[config.mk]
export PLATFORM = sky130hd
export DESIGN_NAME = ws2812_rx_flat
export DESIGN_NICKNAME = d
export VERILOG_FILES = /design/src/rtl/ws2812_rx_if.sv /design/src/rtl/ws2812_rx.sv /design/src/flat_wrapper.sv
export SDC_FILE = /design/constraint.sdc
export NUM_CORES = 1
export LEC_CHECK = 0
export CORE_MARGIN = 2
export CORE_UTILIZATION = 35
export DETAILED_ROUTE_END_ITERATION = 10
export PLACE_DENSITY = 0.63
export SLEW_MARGIN = 20
export SYNTH_ARGS = -nofsm -noshare
export SYNTH_HDL_FRONTEND = slang
export SYNTH_SLANG_ARGS = --single-unit
[constraint.sdc]
create_clock -name i_clk -period 3.3 [get_ports i_clk]
set_clock_uncertainty 0.15 [all_clocks]
set_input_delay 0.33 -clock i_clk [delete_from_list [all_inputs] [get_ports i_clk]]
set_output_delay 0.33 -clock i_clk [all_outputs]
set_load 0.03 [all_outputs]
[src/rtl/ws2812_rx_if.sv]
// Bus bundle for the WS2812 receiver: serial line in, decoded pixel stream and
// frame status out, plus the FSM state for observation.
interface ws2812_rx_if;
   logic        i_din;
   logic [23:0] o_pixel;
   logic        o_valid;
   logic        o_latch;
   logic        o_err;
   logic [15:0] o_frame_len;
   logic        o_dout;
   logic [1:0]  dbg_state;

   // Status outputs are single-cycle pulses with no back-pressure. The receiver
   // has no ready input, so a consumer must sample them every cycle.
   modport slave (
      input  i_din,
      output o_pixel, o_valid, o_latch, o_err, o_frame_len, o_dout, dbg_state
   );

   modport master (
      output i_din,
      input  o_pixel, o_valid, o_latch, o_err, o_frame_len, o_dout, dbg_state
   );
endinterface

[src/rtl/ws2812_rx.sv]
// WS2812 serial line decoder: recovers 24-bit GRB pixels, frame latches and errors.
// Optional macro WS2812_RX_PASSTHRU_EN regenerates the line downstream after pixel 1.
module ws2812_rx #(
   parameter int HIGH_THRESH = 30,
   parameter int MAX_HIGH    = 60,
   parameter int RESET_TICKS = 2500
) (
   input  logic        i_clk,
   input  logic        i_rst,
   ws2812_rx_if.slave  bus
);

   localparam int HW = $clog2(MAX_HIGH + 2);
   localparam int LW = $clog2(RESET_TICKS + 1);
   localparam logic [HW-1:0] HI_MAX    = HW'(MAX_HIGH);
   localparam logic [HW-1:0] HI_SAT    = HW'(MAX_HIGH + 1);
   localparam logic [HW-1:0] HI_THRESH = HW'(HIGH_THRESH);
   localparam logic [LW-1:0] LO_SAT    = LW'(RESET_TICKS);
   localparam logic [LW-1:0] LO_LAST   = LW'(RESET_TICKS - 1);

   typedef enum logic [1:0] {
      WAIT_GAP = 2'd0,
      RUN      = 2'd1,
      ERR      = 2'd2
   } state_t;

   logic          din_m, din_s, din_q;
   logic [HW-1:0] hi_cnt;
   logic [LW-1:0] lo_cnt;

   state_t        state_q, state_d;
   logic [22:0]   shift_q, shift_d;
   logic [4:0]    bit_idx_q, bit_idx_d;
   logic [15:0]   pix_cnt_q, pix_cnt_d;
   logic [23:0]   pixel_q, pixel_d;
   logic [15:0]   frame_len_q, frame_len_d;
   logic          valid_q, valid_d;
   logic          latch_q, latch_d;
   logic          err_q, err_d;

   logic          fall;
   logic          gap_hit;
   logic          overflow;
   logic          bit_val;

   // Synchronizer, edge history and the high/low width counters.
   always_ff @(posedge i_clk or posedge i_rst) begin
      if (i_rst) begin
         din_m  <= 1'b0;
         din_s  <= 1'b0;
         din_q  <= 1'b0;
         hi_cnt <= '0;
         lo_cnt <= '0;
      end else begin
         din_m <= bus.i_din;
         din_s <= din_m;
         din_q <= din_s;
         if (din_s) begin
            lo_cnt <= '0;
            if (hi_cnt != HI_SAT) hi_cnt <= hi_cnt + 1'b1;
         end else begin
            hi_cnt <= '0;
            if (lo_cnt != LO_SAT) lo_cnt <= lo_cnt + 1'b1;
         end
      end
   end

   // hi_cnt still holds the finished pulse width in the cycle the fall is seen.
   assign fall     = din_q & ~din_s;
   assign gap_hit  = ~din_s && (lo_cnt == LO_LAST);
   assign overflow = din_s && (hi_cnt == HI_MAX);
   assign bit_val  = (hi_cnt >= HI_THRESH);

   always_comb begin
      state_d     = state_q;
      shift_d     = shift_q;
      bit_idx_d   = bit_idx_q;
      pix_cnt_d   = pix_cnt_q;
      pixel_d     = pixel_q;
      frame_len_d = frame_len_q;
      valid_d     = 1'b0;
      latch_d     = 1'b0;
      err_d       = 1'b0;

      case (state_q)
         WAIT_GAP: begin
            if (gap_hit) begin
               state_d   = RUN;
               bit_idx_d = '0;
               pix_cnt_d = '0;
            end
         end

         RUN: begin
            if (overflow) begin
               err_d     = 1'b1;
               bit_idx_d = '0;
               state_d   = ERR;
            end else if (fall && (hi_cnt <= HI_MAX)) begin
               shift_d = {shift_q[21:0], bit_val};
               if (bit_idx_q == 5'd23) begin
                  pixel_d   = {shift_q, bit_val};
                  valid_d   = 1'b1;
                  bit_idx_d = '0;
                  if (pix_cnt_q != 16'hFFFF) pix_cnt_d = pix_cnt_q + 16'd1;
               end else begin
                  bit_idx_d = bit_idx_q + 5'd1;
               end
            end else if (gap_hit) begin
               // A gap inside a pixel ends the frame and flags the truncation.
               latch_d     = 1'b1;
               err_d       = (bit_idx_q != 5'd0);
               frame_len_d = pix_cnt_q;
               pix_cnt_d   = '0;
               bit_idx_d   = '0;
            end
         end

         ERR: begin
            if (gap_hit) begin
               latch_d     = 1'b1;
               frame_len_d = pix_cnt_q;
               pix_cnt_d   = '0;
               bit_idx_d   = '0;
               state_d     = RUN;
            end
         end

         default: begin
            state_d = WAIT_GAP;
         end
      endcase
   end

   always_ff @(posedge i_clk or posedge i_rst) begin
      if (i_rst) begin
         state_q     <= WAIT_GAP;
         shift_q     <= '0;
         bit_idx_q   <= '0;
         pix_cnt_q   <= '0;
         pixel_q     <= '0;
         frame_len_q <= '0;
         valid_q     <= 1'b0;
         latch_q     <= 1'b0;
         err_q       <= 1'b0;
      end else begin
         state_q     <= state_d;
         shift_q     <= shift_d;
         bit_idx_q   <= bit_idx_d;
         pix_cnt_q   <= pix_cnt_d;
         pixel_q     <= pixel_d;
         frame_len_q <= frame_len_d;
         valid_q     <= valid_d;
         latch_q     <= latch_d;
         err_q       <= err_d;
      end
   end

   assign bus.o_pixel     = pixel_q;
   assign bus.o_valid     = valid_q;
   assign bus.o_latch     = latch_q;
   assign bus.o_err       = err_q;
   assign bus.o_frame_len = frame_len_q;
   assign bus.dbg_state   = state_q;

`ifdef WS2812_RX_PASSTHRU_EN
   // Pixel 1 is consumed here; everything after it is forwarded until the gap.
   assign bus.o_dout = (state_q == RUN) && (pix_cnt_q != 16'd0) && din_s;
`else
   assign bus.o_dout = 1'b0;
`endif

endmodule

[src/flat_wrapper.sv]
// flat-port wrapper written by rule: the top's interface ports become plain ports
module ws2812_rx_flat 
#(
   parameter int HIGH_THRESH = 30,
   parameter int MAX_HIGH    = 60,
   parameter int RESET_TICKS = 2500
)
  (i_clk, i_rst, bus_i_din, bus_o_pixel, bus_o_valid, bus_o_latch, bus_o_err, bus_o_frame_len, bus_o_dout, bus_dbg_state);
  ws2812_rx_if bus_i ();
  input  logic i_clk;
  input  logic i_rst;
  input wire logic [$bits(bus_i.i_din)-1:0] bus_i_din;
  output wire logic [$bits(bus_i.o_pixel)-1:0] bus_o_pixel;
  output wire logic [$bits(bus_i.o_valid)-1:0] bus_o_valid;
  output wire logic [$bits(bus_i.o_latch)-1:0] bus_o_latch;
  output wire logic [$bits(bus_i.o_err)-1:0] bus_o_err;
  output wire logic [$bits(bus_i.o_frame_len)-1:0] bus_o_frame_len;
  output wire logic [$bits(bus_i.o_dout)-1:0] bus_o_dout;
  output wire logic [$bits(bus_i.dbg_state)-1:0] bus_dbg_state;
  assign bus_i.i_din = bus_i_din;
  assign bus_o_pixel = bus_i.o_pixel;
  assign bus_o_valid = bus_i.o_valid;
  assign bus_o_latch = bus_i.o_latch;
  assign bus_o_err = bus_i.o_err;
  assign bus_o_frame_len = bus_i.o_frame_len;
  assign bus_o_dout = bus_i.o_dout;
  assign bus_dbg_state = bus_i.dbg_state;
  ws2812_rx #(.HIGH_THRESH(HIGH_THRESH), .MAX_HIGH(MAX_HIGH), .RESET_TICKS(RESET_TICKS)) u_core (.i_clk(i_clk), .i_rst(i_rst), .bus(bus_i));
endmodule
==> Word-level counts from Yosys, hierarchy flattened <==
Cells that the tools add are included.
{ "op_classes": {"n_addsub": 4, "n_lt_le_gt_ge": 2, "n_eq_ne": 15, "mux": 34, "n_bitwise": 3, "n_reduce_logical": 14} }
{ "ops": {"columns": ["op", "count"], "rows": [
  ["two-way mux 16 bit", 8],
  ["case mux 16 bit (2 select lines)", 2],
  ["two-way mux 12 bit", 2],
  ["two-way mux 5 bit", 4],
  ["adder 16 x 1 -> 16 bit, second input constant", 1],
  ["inequality test 16 bit, second input constant", 1],
  ["adder 12 x 1 -> 12 bit, second input constant", 1],
  ["== test 12 bit, second input constant", 1],
  ["two-way mux 6 bit", 2],
  ["inequality test 12 bit, second input constant", 1],
  ["two-way mux 1 bit", 11],
  ["case mux 5 bit (2 select lines)", 1],
  ["AND reduction 4 bit", 2],
  ["adder 6 x 1 -> 6 bit, second input constant", 1],
  ["== test 6 bit, second input constant", 1],
  [">= comparator 6 x 5 -> 1 bit, second input constant", 1],
  ["less-or-equal comparator 6 bit, second input constant", 1],
  ["inequality test 2 bit, second input constant", 3],
  ["inequality test 3 bit, second input constant", 2],
  ["inequality test 6 bit, second input constant", 1],
  ["AND reduction 3 bit", 2],
  ["nonzero test 2 bit", 3],
  ["adder 5 x 1 -> 5 bit, second input constant", 1],
  ["== test 5 bit, second input constant", 1],
  ["13 further kinds", 18]
]} }
{ "totals": {"register_bits": 110, "input_bits": 3, "output_inout_bits": 46, "wordCells": 86} }

==> Logic depth before layout (Yosys ltp) <==
Gate-level depths: netlist of run 1.
{ "depth": {"depth_word": 6, "ltp_mapped": 10, "mapped_depth_nobuf": 8} }

==> Worst setup path before layout of run 1 <==
OpenSTA, ideal clock, no wires.
{ "synth_path": {"path_type": "reg-to-reg", "start": "register u_core.state_q[1], in the netlist u_core.bus.dbg_state[1]", "end": "register u_core.pix_cnt_q[10]", "setup_time_ps": 134, "arrival_ps": 2104, "required_ps": 3016, "slack_ps": 912, "path_stages_with_launch": 11, "n_path_buf": 2, "period_less_slack_ps": 2388, "path_cell_list": "dfrtp_1 inv_1 ha_1 inv_1 a211o_1 buf_4 o2111ai_2 nand3b_4 buf_12 a2bb2oi_2 o31ai_1"} }
{ "synth_between": {"elab_chain_len": 4, "word_cells_on_any_way": 10, "cone_classes": "5 x eq/ne; 1 x mux; 4 x reduce/logical"} }
{ "synth_lines": {"columns": ["item", "line", "source"], "rows": [
  ["from (decl)", "ws2812_rx.sv:31", "state_t state_q, state_d;"],
  ["from (signal assigned)", "ws2812_rx.sv:147", "state_q <= state_d;"],
  ["== test 2 bit / logical NOT 2 bit (equally long branches)", "ws2812_rx.sv:85", "case (state_q)"],
  ["OR reduction 2 bit (no line)", null, null],
  ["nonzero test 2 bit (no line)", null, null],
  ["AND reduction 4 bit (no line)", null, null],
  ["to (signal assigned)", "ws2812_rx.sv:150", "pix_cnt_q <= pix_cnt_d;"],
  ["to (decl)", "ws2812_rx.sv:34", "logic [15:0] pix_cnt_q, pix_cnt_d;"]
]} }
Parallel ways exist; a longest one is shown, timed or not.
A chain may end at the register's enable or synchronous reset.

==> Final worst setup path of run 1 <==
{ "layout_path": {"start": "register u_core.state_q[1], in the netlist u_core.bus.dbg_state[1]", "end": "register u_core.pix_cnt_q[9]"} }
Same word-level chain as after synthesis.

==> metrics.txt, run 1 <==
worst-path maximum fanout 12; Area growth, synth to finish 18.0%; reg2reg setup slack 700 ps; P_leak 2.76 nW; Max Freq 384 MHz; number of synthesized flops with an enable pin 0; layout filler cell count 1353; initial antenna violation count 0; placed inst area 5850 um2; Via density 5.07; Hold Path Cell Cnt 0; drt total wl 9.58 mm; core area 14500 um2; Clock Pin Slew Worst Setup and Hold Paths 70 ps; first-pass GRT wire length 16.4 mm; FF-to-FF End u_core.pix_cnt_q[9]; Total Power 2.54 mW; CTS resizes 0; hold-fix buffer count after cts 0; Placer Congestion 0.848; Finished Cell Area 6160 um2; Clock Tree Buf Depth 2; Yosys top cell area share 52.8%; total gr overflow 0; Peak VDD IR 0.196 mV; ys async rst share 100%; Clock Power Share 43.8%; FP Rows 44; Post-DRT Antenna Nets 0; post-route setup TNS 0 ps; IO buf count 47; Avg WL per Cell 14.6 um; global-route track usage on met1 16.0%; switching portion of total power 22.4%; placed insts 642; sw power 0.569 mW; Synth Flop Type dfrtp_1; Comb power frac 2.4%; Die ar. 15900 um2; via count 3334; height of the chip 126 um; final setup violating endpoints 0; Synth Net Count 437; Avg Cell Area, Syn 12.4 um2; max-slew violations 0; Setup crit end kind register; #FFs+latches synth 110; clk_lat worst skew 350 ps; Boundary Pins 49; max_slew headroom 51.8%; Internal Power 1.97 mW; DR DRC count 0; leading area contributor after synthesis dfrtp_1; register area share after synthesis 52.8%; Post-layout nets 484; pwr dens 413 nW/um2; CP startpoint kind register; htree depth 3; WS Path Type register to register; maxcap violations 0; Hold Slack 212 ps; grt met3 use 3.70%; Hold Path End u_core.din_s; Reg power frac 53.8%; Final Critical Period 2600 ps; setup bufs post-CTS 0; Syn Inst Count 422; root buf cell clkbuf_16; Req. time, crit path 3400 ps; top post-synthesis cells by area dfrtp_1 53%, mux2_2 9.3%, a2bb2oi_2 2.9%, ha_1 2.9%, mux2_4 2.9%; ANT cells 0; clock sink total 110; status complete, no violations; period utilisation layout 78.9%; CTS tree done; Fin. Hold Viols 0; CP arrival 2700 ps; Tightest Pin Transition 716 ps; Initial Util 35.9%; Initial DRT Pass Iterations 5; largest net degree at the start of global routing 111; vias in the first global route 3354; global routing's busiest layer met2; Reg2Reg Launch Point u_core.bus.dbg_state[1]; Worst Hold Class register to register; Post-DP HPWL 6.53 mm; total CTS buffers 9; Tot GR Track Use 12.7%; Hold Path Origin u_core.din_m; Die X 126 um; synthesized area 5220 um2; number of DRC markers in iteration 0 207; RSZ-0062 raised after global routing no; global routing usage on met2 20.7%; Yosys warning count 0; cells on worst reg2reg path 8; share of cells above drive strength 1 21.7%; Post-Layout Cell Count 658; post-synth cell types 62
==> logic make-up after synthesis <==
family | after synthesis | synth area share [%]
compound gates | 64 | 10.4
other cells | 1 | 0.0719
simple gates | 128 | 14.2
xor+xnor | 12 | 2.01
flops | 110 | 52.8
fa+ha+maj | 12 | 2.88
mux | 62 | 14.1
buf+inv | 33 | 3.62
==> synth_stat cells (all sizes together) (5+ instances only) <==
master   number
inv          17
o21ai        12
mux2         60
o31ai        12
xor2          5
nand2        38
nand3        18
ha           12
buf          14
a21oi         9
nor2         25
a2bb2oi      11
nand4        10
xnor2         7
dfrtp       110
==> power by group through the flow <==
| stage | logic [mW] | clock network [mW] | registers, mW |
|---|---|---|---|
| CTS | 0.0654 | 1.16 | 1.37 |
| floorplan | 0.0500 | 0 | 1.39 |
| global route | 0.0731 | 1.21 | 1.37 |
| global placement | 0.0629 | 0 | 1.39 |
| detailed placement | 0.0651 | 0 | 1.39 |
| finish | 0.0622 | 1.11 | 1.37 |
==> flip-flops by register name, indices dropped and copies added (netlist names) <==
signal	count
u_core.bus.dbg_state	2
u_core.din_s	1
u_core.bus.o_pixel	24
u_core.hi_cnt	6
u_core.bit_idx_q	5
u_core.din_m	1
u_core.bus.o_valid	1
u_core.shift_q	23
u_core.bus.o_latch	1
u_core.bus.o_err	1
u_core.pix_cnt_q	16
u_core.bus.o_frame_len	16
u_core.din_q	1
u_core.lo_cnt	12
==> worst max-delay path, stage by stage, from the launching register on <==
cell       delay [ps]
dfrtp_1           430
inv_1             100
ha_1              330
inv_1             150
a211o_1           350
o2111ai_2         270
nand2b_1          460
nor3_1            110
a21o_1            160
==> worst max-delay path by stage <==
stage                                        from                    to  slack [ps]
after CTS                 u_core.bus.dbg_state[1]   u_core.pix_cnt_q[9]         720
after global placement    u_core.bus.dbg_state[1]   u_core.pix_cnt_q[9]         800
after global routing      u_core.bus.dbg_state[1]   u_core.pix_cnt_q[9]         540
after floorplan           u_core.bus.dbg_state[1]  u_core.pix_cnt_q[10]         910
final                     u_core.bus.dbg_state[1]   u_core.pix_cnt_q[9]         700
after detailed placement  u_core.bus.dbg_state[1]   u_core.pix_cnt_q[9]         730
==> final cells by class <==
class                           count  area [um2]  area share, %
Tap cell                          184         230           3.74
Multi-Input combinational cell    279        2270           37.0
Clock buffer                        9         225           3.66
Inverter                           17        67.6           1.10
Sequential cell                   110        2750           44.7
Clock inverter                      7        85.1           1.38
Timing Repair Buffer               52         520           8.46
==> placed cells by master, fill, tap and decap left out, drive strengths merged, types with 4 or more instances in the layout <==
| cell | n |
|---|---|
| o21ai | 12 |
| a2bb2oi | 11 |
| nand4 | 10 |
| and3 | 4 |
| mux2 | 60 |
| nand2 | 38 |
| clkbuf | 9 |
| a21oi | 9 |
| clkinv | 5 |
| nand2b | 4 |
| xnor2 | 7 |
| nor3 | 4 |
| buf | 5 |
| dfrtp | 110 |
| nand3 | 18 |
| clkdlybuf4s50 | 47 |
| ha | 12 |
| xor2 | 5 |
| or3 | 4 |
| nor2 | 25 |
| inv | 17 |
| o31ai | 12 |
==> stage by stage <==
stage               setup WS [ps]  util, %
finish                        695     42.4
global route                  542     42.4
CTS                           719     42.4
detailed placement            730     40.2
global placement              802     40.2
floorplan                     912        -
==> routing by layer <==
metal,share of wire (%),wire length [um],vias to the layer above
met2,48,4630,55
met4,1.8,174,0
li1,-,-,1603
met3,4.4,426,12
met1,45,4350,1664
met5,0,0,-
Power figures use the tool's default switching activity.
==> run 2, diff against run 1 <==
--- a/config.mk
+++ b/config.mk
@@ -8,7 +8,7 @@
 export CORE_MARGIN = 2
 export CORE_UTILIZATION = 35
 export DETAILED_ROUTE_END_ITERATION = 10
-export PLACE_DENSITY = 0.63
+export PLACE_DENSITY = 0.61
 export SLEW_MARGIN = 20
 export SYNTH_ARGS = -nofsm -noshare
 export SYNTH_HDL_FRONTEND = slang
==> constraint.sdc (replaced) <==
create_clock -name i_clk -period 2.6 [get_ports i_clk]
set_clock_uncertainty 0.15 [all_clocks]
set_input_delay 0.26 -clock i_clk [delete_from_list [all_inputs] [get_ports i_clk]]
set_output_delay 0.26 -clock i_clk [all_outputs]
set_load 0.03 [all_outputs]
==> metrics.txt, run 2 (same netlist as run 1, synthesis figures left out) <==
status complete, no violations; Via density 5.06 (-0.14%); Hold Path Origin bus_i_din; via count 3395 (+1.8%); share of cells above drive strength 1 23.8% (+2.1 points); total CTS buffers 9 (unchanged); post-route setup TNS 0 ps (unchanged); cells on worst reg2reg path 7 (-1); total gr overflow 0 (unchanged); CP arrival 2530 ps (-170 ps); Setup crit end kind register; layout filler cell count 1378 (+1.8%); IO buf count 47 (unchanged); Hold Path Cell Cnt 1 (+1); max_slew headroom 51.6% (-0.18 points); Req. time, crit path 2670 ps (-730 ps); setup bufs post-CTS 0 (unchanged); Hold Path End u_core.din_m; slowest cell delay on critical path 500 ps (+40 ps); htree depth 3 (unchanged); Tightest Pin Transition 724 ps (+7.80 ps); DR DRC count 0 (unchanged); ANT cells 0 (unchanged); Initial DRT Pass Iterations 4 (-1); P_leak 2.81 nW (+1.9%); root buf cell clkbuf_16; Initial Util 35.9% (unchanged); Fin. Hold Viols 0 (unchanged); Post-DP HPWL 6.81 mm (+4.2%); initial antenna violation count 0 (unchanged); number of DRC markers in iteration 0 161 (-22%); vias in the first global route 3424 (+2.1%); Worst Hold Class input port to register; worst-path maximum fanout 5 (-7); FF-to-FF End u_core.pix_cnt_q[10]; height of the chip 126 um (unchanged); CTS tree done; Post-DRT Antenna Nets 0 (unchanged); Hold Slack 200 ps (-11.7 ps); Clock Tree Buf Depth 2 (unchanged); Boundary Pins 49 (unchanged); Clock Pin Slew Worst Setup and Hold Paths 70 ps (about the same); Die ar. 15900 um2 (unchanged); most frequent cells in the layout 110 x dfrtp_1, 47 x clkdlybuf4s50_1, 43 x mux2_2; Post-layout nets 497 (+2.7%); period utilisation layout 94.5% (+16 points); WS Path Type register to register; clock sink total 110 (unchanged); largest net degree at the start of global routing 45 (-59%); CP Launch Point u_core.lo_cnt[1]; core area 14500 um2 (unchanged); placed inst area 5950 um2 (+1.8%); RSZ-0062 raised after global routing no; Reg2Reg Launch Point u_core.lo_cnt[1]; Area growth, synth to finish 19.7%; reg2reg setup slack 140 ps (-550 ps); crit path max-delay cell type or4_4; pwr dens 503 nW/um2 (+22%); FP Rows 44 (unchanged); commonest non-fill, non-tap cell in the layout dfrtp_1; Final Critical Period 2460 ps (-147 ps); first-pass GRT wire length 16.7 mm (+1.7%); Placer Congestion 0.786 (-7.4%); worst-path cell chain ha_1 > or3b_4 > or4_4 > nand2b_4 > nand3b_2 > a2bb2oi_2 > o31ai_1; Peak VDD IR 0.287 mV (+47%); CP startpoint kind register; Tot GR Track Use 12.8% (+0.072 points); Finished Cell Area 6250 um2 (+1.5%); clk_lat worst skew 350 ps (about the same); Die X 126 um (unchanged); Avg WL per Cell 14.5 um (about the same); Max Freq 407 MHz (+6.0%); final setup violating endpoints 0 (unchanged); max-slew violations 0 (unchanged); maxcap violations 0 (unchanged); Largest register FFs 24 (unchanged); drt total wl 9.76 mm (+1.9%)
[run 2: stage by stage]
step           std cells  power [mW]  setup slack, ps  utilization (%)
2_1_floorplan        422        1.83              212                -
3_3_place_gp         654        1.85              180             40.9
3_5_place_dp         654        1.86              130             40.9
4_1_cts              670        3.19              108             42.9
5_1_grt              671        3.28             25.6             43.0
6_report             671        3.14              142             43.0
[run 2: worst max-delay path by stage]
stage | to | slack (ps) | depth (start not counted)
after floorplan | u_core.pix_cnt_q[10] | 210 | 10
after global placement | u_core.pix_cnt_q[14] | 180 | 7
after detailed placement | u_core.pix_cnt_q[14] | 130 | 7
after CTS | u_core.pix_cnt_q[14] | 110 | 7
after global routing | u_core.pix_cnt_q[10] | 30 | 7
final | u_core.pix_cnt_q[10] | 140 | 7
[run 2: area by class of cell]
cell class / instances / area (um2) / area share (%)
inverters: 17 / 67.6 / 1.08
flip-flops and latches: 110 / 2750 / 44.1
clock inverters: 5 / 41.3 / 0.661
well taps: 184 / 230 / 3.69
multi-input cells: 280 / 2290 / 36.6
repair buffers: 64 / 623 / 9.98
clock buffers: 11 / 243 / 3.89
[run 2: critical path: cells and delay by family (launching register included)]
family | cells | cell delay [ps]
flip-flops | 1 | 400
AO/OA/AOI/OAI | 2 | 240
AND/OR/NAND/NOR | 4 | 1310
adder cells (fa/ha/maj) | 1 | 240
[run 2: report_power, final]
group / leakage [nW] / internal [mW] / switching (mW)
sequential: 1.53 / 1.72 / 0.0140
clock: 0.138 / 0.689 / 0.635
combinational: 1.15 / 0.0269 / 0.0602
total: 2.81 / 2.44 / 0.709
[run 2: what timing repair did]
item / in CTS / in global routing
gates resized for setup: 0 / 1
endpoints found under the setup margin: 0 / 2
hold buffers: 0 / 0
[run 2: metal layers]
| metal | track usage (%) | part of all wire (%) | vias to the layer above |
|---|---|---|---|
| met5 | 0 | 0 | - |
| met1 | 16.4 | 46 | 1683 |
| met2 | 20.7 | 47 | 70 |
| met4 | 3.68 | 1.3 | 0 |
| met3 | 4.38 | 6.1 | 10 |
| li1 | - | - | 1632 |
==> RTL change: new RTL, settings of run 1 <==
Add a define of `WS2812_RX_PASSTHRU_EN`.
--- a/src/rtl/ws2812_rx.sv
+++ b/src/rtl/ws2812_rx.sv
@@ -2,2 +2,4 @@
 // Optional macro WS2812_RX_PASSTHRU_EN regenerates the line downstream after pixel 1.
+`define WS2812_RX_PASSTHRU_EN
+
 module ws2812_rx #(
Formal check against the unedited RTL: no difference found for any inputs over 10 cycles, from zero or initial values and one cycle with i_rst high; that may be too few to reach the edited logic, so the function may still have changed.
==> RTL change against run 1 <==
- via count increased by 11%
- power decreased by 2.0%
- combinational power increased by 8.2%
- first-iteration DRC count increased by 19%
- area after synthesis decreased by 2.0%
- wire length increased by 9.5%
- cell count increased by 5.8%
- worst setup slack got worse by 0.20 ns
- sequential cell count unchanged
- largest cell class unchanged
- maximum frequency decreased by 7.0%
- design area decreased by 0.81%
==> RTL change: results <==
export IMPL_status="completed"
export IMPL_place_area_um2=5810
export IMPL_firstDrtPassIters=4
export IMPL_synth_common_cells="dfrtp_1 (110), mux2_2 (51), nand2_1 (35)"
export IMPL_multi_input_gates=308
export IMPL_dpl_hpwl_mm=7.32
export IMPL_worstPathMaxFanout=11
export IMPL_clkbuf_count=10
export IMPL_cpMaxStageDelayCell="clkdlybuf4s50_1"
export IMPL_nNonClkBuffers=56
export IMPL_via_count=3691
export IMPL_grt_met3_usage_pct=3.57
export IMPL_synth_area_mux_share_pct=11.6
export IMPL_syn_num_nets=476
export IMPL_ys_types=54
export IMPL_place_worst_setup_slack_ns=0.525
export IMPL_wl_met1_mm=4.73
export IMPL_routed_wl_met2_mm=5.12
export IMPL_ys_seq_area_share_pct=53.8
export IMPL_h_tree_depth=3
export IMPL_wl_per_cell_um=15.1
export IMPL_use_met2_pct=23.9
export IMPL_power_density_nw_per_um2=408
export IMPL_ir_drop_v=0.000242
export IMPL_grt_max_degree=50
export IMPL_avgSynthCellArea_um2=11.1
export IMPL_drive_gt1_share_pct=17.2
export IMPL_seq_cells=110
export IMPL_layout_non_clock_inverters=22
export IMPL_drt_iter0_drc=246
export IMPL_layout_nets=523
export IMPL_core_area_um2=14400
export IMPL_ys_top_cells_by_area="dfrtp_1 (54%), mux2_2 (11%), ha_1 (3.2%)"
export IMPL_cts_setup_buffers=0
export IMPL_bufAreaShareNonClock_pct=9.06
export IMPL_place_congestion=0.925
export IMPL_track_usage_pct=14.5
export IMPL_cp_arrival_ns=2.32
export IMPL_crit_family="buffers and inverters"
export IMPL_n_fill_cell=1372
export IMPL_multi_input_area_um2=2190
export IMPL_port_buffers=48
export IMPL_placed_cells=680
export IMPL_use_met1_pct=18.6
export IMPL_synth_compound_area_share_pct=11.1
export IMPL_p_leak_nw=2.68
export IMPL_viasPerCell=5.30
export IMPL_synthAdderAreaFrac_pct=3.18
export IMPL_clk_share_pct=4.77
export IMPL_grt_pass1_wl_mm=18.7
export IMPL_synth_xor_area_share_pct=2.40
export IMPL_worst_pin_slew_ns=0.923
export IMPL_routed_wl_met3_um=430
export IMPL_max_stage_delay_ns=0.72
export IMPL_grt_pass1_vias=3801
RTL change: cell count changes after synthesis, moves of 10 or more:
cell       before  now
a2bb2oi_2      10    0
a31oi_1         2   12
mux2_4         10    0
o21ai_0        12   25
o31ai_1        12    2
RTL change: worst paths after layout:
check	start	to	slack [ns]	cells after the start
hold / removal	u_core.din_m	u_core.din_s	0.21	0
hold reg to reg	u_core.din_m	u_core.din_s	0.21	0
setup / recovery	u_core.bus.dbg_state[1]	bus_o_dout	0.50	5
max in group asynchronous	i_rst	u_core.lo_cnt[3]	1.84	3
min in group asynchronous	i_rst	u_core.bit_idx_q[2]	0.37	2
setup reg to reg	u_core.lo_cnt[1]	u_core.pix_cnt_q[4]	0.53	6
RTL change: power breakdown:
group | switching, mW | total (mW) | internal (mW)
registers | 0.00996 | 1.36 | 1.35
logic | 0.0484 | 0.0673 | 0.0189
clock network | 0.514 | 1.06 | 0.545
total | 0.572 | 2.49 | 1.92
